===== config.mk =====
export PLATFORM = sky130hd
export DESIGN_NAME = rr_arbiter6
export DESIGN_NICKNAME = d
export VERILOG_FILES = /design/src/rtl/rr_arbiter6.sv
export SDC_FILE = /design/constraint.sdc
export NUM_CORES = 1
export LEC_CHECK = 0
export ABC_AREA = 1
export CAP_MARGIN = 10
export CORE_UTILIZATION = 46
export DETAILED_ROUTE_END_ITERATION = 8
export HOLD_SLACK_MARGIN = 0.03
export PLACE_DENSITY = 0.69
export SLEW_MARGIN = 15
export SYNTH_ARGS = -nofsm -noshare
export SYNTH_HDL_FRONTEND = slang
export SYNTH_SLANG_ARGS = --single-unit

===== constraint.sdc =====
create_clock -name clk -period 5.97 [get_ports clk]
set_input_delay 1.194 -clock clk [delete_from_list [all_inputs] [get_ports clk]]
set_output_delay 1.194 -clock clk [all_outputs]
set_load 0.02 [all_outputs]

===== src/rtl/rr_arbiter6.sv =====
// Six-way round-robin arbiter with a hold limit. A grant ends on done, when the owner
// drops its request, or when the hold limit forces it off. Each release leaves one idle cycle.
module rr_arbiter6 #(
    parameter int MAX_HOLD = 8,
    parameter int CNT_W    = 8
) (
    input  logic             clk,
    input  logic             rst_b,
    input  logic [5:0]       req,
    input  logic             done,
    output logic [5:0]       gnt,
    output logic [2:0]       gnt_id,
    output logic             gnt_vld,
    output logic             timeout,
    output logic [CNT_W-1:0] hold_cnt
);

    typedef enum logic {IDLE, GRANT} state_t;

    localparam logic [CNT_W-1:0] HOLD_LAST = CNT_W'(MAX_HOLD - 1);

    state_t           state_q, state_d;
    logic [2:0]       last_q, last_d;
    logic [5:0]       gnt_q, gnt_d;
    logic [2:0]       gnt_id_q, gnt_id_d;
    logic             timeout_q, timeout_d;
    logic [CNT_W-1:0] cnt_q, cnt_d;

    logic             win_found;
    logic [2:0]       win_id;
    logic [3:0]       cand;

    // Search begins one position past the previous owner and wraps modulo 6.
    always_comb begin
        win_found = 1'b0;
        win_id    = 3'd0;
        cand      = 4'd0;
        for (int i = 1; i <= 6; i++) begin
            cand = {1'b0, last_q} + 4'(i);
            if (cand >= 4'd6) cand = cand - 4'd6;
            if (!win_found && req[cand[2:0]]) begin
                win_found = 1'b1;
                win_id    = cand[2:0];
            end
        end
    end

    always_comb begin
        state_d   = state_q;
        last_d    = last_q;
        gnt_d     = gnt_q;
        gnt_id_d  = gnt_id_q;
        timeout_d = 1'b0;
        cnt_d     = cnt_q;
        unique case (state_q)
            IDLE: begin
                if (win_found) begin
                    state_d  = GRANT;
                    gnt_d    = 6'b000001 << win_id;
                    gnt_id_d = win_id;
                    cnt_d    = '0;
                end
            end
            GRANT: begin
                if (done || !req[gnt_id_q] || cnt_q == HOLD_LAST) begin
                    // A voluntary release never raises timeout, even on the final cycle.
                    timeout_d = !(done || !req[gnt_id_q]);
                    state_d   = IDLE;
                    last_d    = gnt_id_q;
                    gnt_d     = '0;
                    gnt_id_d  = '0;
                    cnt_d     = '0;
                end else begin
                    cnt_d = cnt_q + 1'b1;
                end
            end
            default: state_d = IDLE;
        endcase
    end

    always_ff @(posedge clk or negedge rst_b) begin
        if (!rst_b) begin
            state_q   <= IDLE;
            last_q    <= 3'd5;
            gnt_q     <= '0;
            gnt_id_q  <= '0;
            timeout_q <= 1'b0;
            cnt_q     <= '0;
        end else begin
            state_q   <= state_d;
            last_q    <= last_d;
            gnt_q     <= gnt_d;
            gnt_id_q  <= gnt_id_d;
            timeout_q <= timeout_d;
            cnt_q     <= cnt_d;
        end
    end

    assign gnt      = gnt_q;
    assign gnt_id   = gnt_id_q;
    assign gnt_vld  = (state_q == GRANT);
    assign timeout  = timeout_q;
    assign hold_cnt = cnt_q;

endmodule


==> flow_results.xml <==
<?xml version="1.0" encoding="UTF-8"?>
<metrics>
  <group name="place">
    <metric name="port_buffers" unit="">27</metric>
    <metric name="detailedPlacementHpwl" unit="um">3520</metric>
    <metric name="placed_cells" unit="">358</metric>
    <metric name="routabilityCongestion" unit="">0.842</metric>
  </group>
  <group name="timing">
    <metric name="final-setup-viol-count" unit="">0</metric>
    <metric name="final_min_period_over_clock_period" unit="%">52.7</metric>
    <metric name="hold_slack" unit="ps">492</metric>
    <metric name="max_slew.worst_pin.slew" unit="ps">989</metric>
    <metric name="min_period" unit="ps">3150</metric>
    <metric name="unrepaired_setup_endpoints_after_global_routing" unit="">no</metric>
    <metric name="finalSetupTns" unit="ps">0</metric>
    <metric name="fin_worst_skew" unit="ps">7.44</metric>
    <metric name="slew_violations" unit="">0</metric>
    <metric name="hold_violations" unit="">0</metric>
    <metric name="remaining_max_slew_budget_at_the_tightest_pin" unit="%">33.8</metric>
    <metric name="fmaxAchievable" unit="MHz">318</metric>
  </group>
  <group name="route">
    <metric name="detail_route.iter0.violations" unit="">88</metric>
    <metric name="route.detailed.drc" unit="">0</metric>
    <metric name="detail_route.first_pass.iterations" unit="">4</metric>
    <metric name="drt_wl_total" unit="um">4370</metric>
    <metric name="dr_total_vias" unit="">1853</metric>
    <metric name="route.detailed.vias_per_inst" unit="">5.12</metric>
    <metric name="route.detailed.wl_per_inst" unit="um">12.1</metric>
    <metric name="detail-route-antenna-nets" unit="">0</metric>
  </group>
  <group name="cells_and_area">
    <metric name="synthToLayoutAreaGrowth" unit="%">20.0</metric>
    <metric name="final_cell_count_no_fill" unit="">362</metric>
    <metric name="n_antenna_cell" unit="">0</metric>
    <metric name="finalNetCount" unit="">334</metric>
    <metric name="share_of_final_layout_standard_cells_stronger_than_drive_strength_1" unit="%">10.6</metric>
  </group>
  <group name="setup_path">
    <metric name="worst_setup_path_category" unit="">flip-flop to flip-flop</metric>
    <metric name="critical_path.slowest_cell" unit="">sky130_fd_sc_hd__dfstp_2</metric>
    <metric name="critPathBufInv" unit="">3</metric>
    <metric name="cp_data_required_time" unit="ps">6180</metric>
    <metric name="worstSetupPathDepth" unit="">20</metric>
    <metric name="cp_max_fo" unit="">19</metric>
    <metric name="crit_path_cell_trace" unit="">inv_2, ha_1, inv_4, nand2_1, nand3_1, nand2_1, nand2_1, nand2_1, nand2_1, nand3_2, nand2_1, a21oi_1, nand2_1, inv_1, nand2_1, nand2_1, nand2_2, nor2_2, o21ai_0, nand2_1</metric>
    <metric name="worst_path_most_repeated_cell" unit="">sky130_fd_sc_hd__nand2_1</metric>
    <metric name="worst_path_dominant_cell_family" unit="">simple AND/OR/NAND/NOR gates</metric>
    <metric name="timing.critical_path.from_type" unit="">flip-flop</metric>
    <metric name="worst-r2r-cell-count" unit="">20</metric>
    <metric name="critical_path_capture_point_type" unit="">flip-flop</metric>
    <metric name="crit_arrival" unit="ps">3360</metric>
    <metric name="crit_path_max_incr_delay" unit="ps">770</metric>
  </group>
  <group name="grt">
    <metric name="grt_pass1_vias" unit="">1707</metric>
    <metric name="grt_util_all_layers" unit="%">22.6</metric>
    <metric name="first_pass_grt_wire_length" unit="um">7600</metric>
    <metric name="globalRouteOverflowTotal" unit="">0</metric>
    <metric name="grt_antenna_before_repair" unit="">0</metric>
    <metric name="largest_net_degree_at_the_start_of_global_routing" unit="">23</metric>
  </group>
  <group name="synthesis">
    <metric name="synth_top_area_share" unit="%">26.2</metric>
    <metric name="synth_ff_type" unit="">sky130_fd_sc_hd__dfrtp_1</metric>
    <metric name="synth_seq_cells" unit="">22</metric>
    <metric name="synthesis.nets" unit="">304</metric>
    <metric name="synth.lib_cells_used.distinct" unit="">34</metric>
    <metric name="post_synth.cell_area_avg" unit="um2">6.74</metric>
    <metric name="yosysSeqAreaShare" unit="%">29.0</metric>
    <metric name="number_of_enable_flip_flop_cells_after_synthesis" unit="">0</metric>
    <metric name="synthTopCellsByArea" unit="">sky130_fd_sc_hd__dfrtp_1 26%, sky130_fd_sc_hd__nand2_1 17%, sky130_fd_sc_hd__ha_1 7.9%</metric>
    <metric name="netlist_area_pre_place" unit="um2">1910</metric>
    <metric name="post_synth_most_frequent_cells" unit="">88 x sky130_fd_sc_hd__nand2_1, 39 x sky130_fd_sc_hd__inv_1, 26 x sky130_fd_sc_hd__nand3_1</metric>
    <metric name="synthMostInstantiatedCell" unit="">sky130_fd_sc_hd__nand2_1</metric>
    <metric name="async_reset_ff_share" unit="%">100</metric>
    <metric name="cell_type_with_the_highest_aggregate_area_in_the_netlist" unit="">sky130_fd_sc_hd__dfrtp_1</metric>
    <metric name="synthesis.instances" unit="">283</metric>
    <metric name="synth.yosys.warnings" unit="">0</metric>
  </group>
  <group name="floorplan">
    <metric name="count_of_pins_on_the_block_boundary" unit="">28</metric>
    <metric name="floorplan.initialDensity" unit="%">47.7</metric>
    <metric name="die_x" unit="um">66.4</metric>
    <metric name="die_footprint" unit="um2">4410</metric>
    <metric name="die-height" unit="um">66.4</metric>
    <metric name="std_cell_rows" unit="">23</metric>
    <metric name="core-area" unit="um2">4000</metric>
  </group>
  <group name="power">
    <metric name="total_leakage_power" unit="nW">1.12</metric>
    <metric name="net-switching-power" unit="uW">778</metric>
    <metric name="clkPwrFrac" unit="%">10.0</metric>
    <metric name="p_total" unit="mW">1.40</metric>
    <metric name="pwr-share-seq" unit="%">17.6</metric>
    <metric name="power.share.combinational" unit="%">72.3</metric>
    <metric name="power.switching_fraction" unit="%">55.7</metric>
    <metric name="internal_power" unit="uW">619</metric>
    <metric name="vdd_drop_max" unit="V">0.000281</metric>
    <metric name="power_density" unit="nW/um2">610</metric>
  </group>
  <group name="cts">
    <metric name="clock_latency_late_sink" unit="ps">270</metric>
    <metric name="root_buffer" unit="">sky130_fd_sc_hd__clkbuf_8</metric>
    <metric name="cts-htree-levels" unit="">1</metric>
    <metric name="postCtsSetupRepairBufs" unit="">0</metric>
    <metric name="clock_path_buffers" unit="">2</metric>
    <metric name="clock_tree_from_tritoncts" unit="">yes</metric>
    <metric name="clk_pin_slew" unit="ps">80</metric>
    <metric name="ctsResizeCount" unit="">0</metric>
    <metric name="tritoncts.num_buffers" unit="">3</metric>
    <metric name="hold_buffers" unit="">0</metric>
    <metric name="clock_sink_count" unit="">22</metric>
  </group>
  <group name="status">
    <metric name="outcome" unit="">finished clean</metric>
  </group>
  <group name="worst_hold_path">
    <metric name="worstHoldPathType" unit="">flip-flop to flip-flop</metric>
    <metric name="hold-path-cell-count" unit="">2</metric>
  </group>
  <group name="flow_run">
    <metric name="cap_viol_max_count" unit="">0</metric>
  </group>
</metrics>
[layer usage]
layer | track usage, % | vias up | share of wire (%)
met3 | 2.93 | 7 | 2.8
met2 | 39.7 | 32 | 48
met4 | 7.18 | 0 | 1.6
met1 | 28.4 | 840 | 47
met5 | 0 | - | 0
li1 | - | 974 | -
[state kept, by name, summed over array words and instances, names as in the netlist]
name,count
last_q,3
timeout,1
gnt_id,3
gnt_vld,1
hold_cnt,8
gnt,6
[area by class of cell]
type / instances / area [um2]
Fill cell: 401 / 1710
Tap cell: 50 / 62.6
Clock inverter: 1 / 30.0
Timing Repair Buffer: 27 / 270
Multi-Input combinational cell: 215 / 1160
Sequential cell: 22 / 553
Clock buffer: 3 / 41.3
Inverter: 44 / 168
[logic make-up after synthesis]
family	share of synthesized area, %
buf+inv	9.97
fa+ha+maj	7.87
flops	29.0
simple gates	38.5
compound gates	11.9
xor+xnor	2.75
[worst paths after layout]
| kind | start | end | slack, ps |
|---|---|---|---|
| min in group asynchronous | rst_b | gnt[4] | 1460 |
| min | gnt[4] | gnt[4] | 490 |
| max in group asynchronous | rst_b | hold_cnt[1] | 3900 |
| max reg2reg | last_q[0] | gnt[4] | 2820 |
| max | last_q[0] | gnt[4] | 2820 |
| min reg2reg | gnt[4] | gnt[4] | 490 |
[power by group through the flow]
stage	combinational [mW]	sequential, mW	clock (mW)
floorplan	0.785	0.255	0
global placement	0.997	0.249	0
detailed placement	1.01	0.250	0
CTS	1.01	0.248	0.142
global route	1.16	0.255	0.149
finish	1.01	0.247	0.140
[layout by cell type, fill, tap and decap left out, types with 5 or more instances in the layout]
master / count
sky130_fd_sc_hd__nand3_1: 26
sky130_fd_sc_hd__xor2_1: 5
sky130_fd_sc_hd__nand2_2: 6
sky130_fd_sc_hd__ha_1: 12
sky130_fd_sc_hd__o21ai_1: 6
sky130_fd_sc_hd__inv_1: 39
sky130_fd_sc_hd__o21ai_0: 16
sky130_fd_sc_hd__clkdlybuf4s50_1: 27
sky130_fd_sc_hd__nand2_1: 88
sky130_fd_sc_hd__nor2_1: 14
sky130_fd_sc_hd__dfrtp_1: 20
sky130_fd_sc_hd__a21oi_1: 7
[through the flow]
stage	setup slack [ps]	instance area, um2	utilization, %
after floorplan	3460	1910	-
after global placement	2730	2220	55.5
after detailed placement	2700	2220	55.5
after CTS	2830	2290	57.2
after global routing	2410	2290	57.2
final	2820	2290	57.2
[worst min-delay path, stage by stage (launching register included)]
cell                      delay (ps)
sky130_fd_sc_hd__dfrtp_1         360
sky130_fd_sc_hd__nand2_1          50
sky130_fd_sc_hd__nand2_1          50
Note: power is estimated with default switching activity, not from simulation.
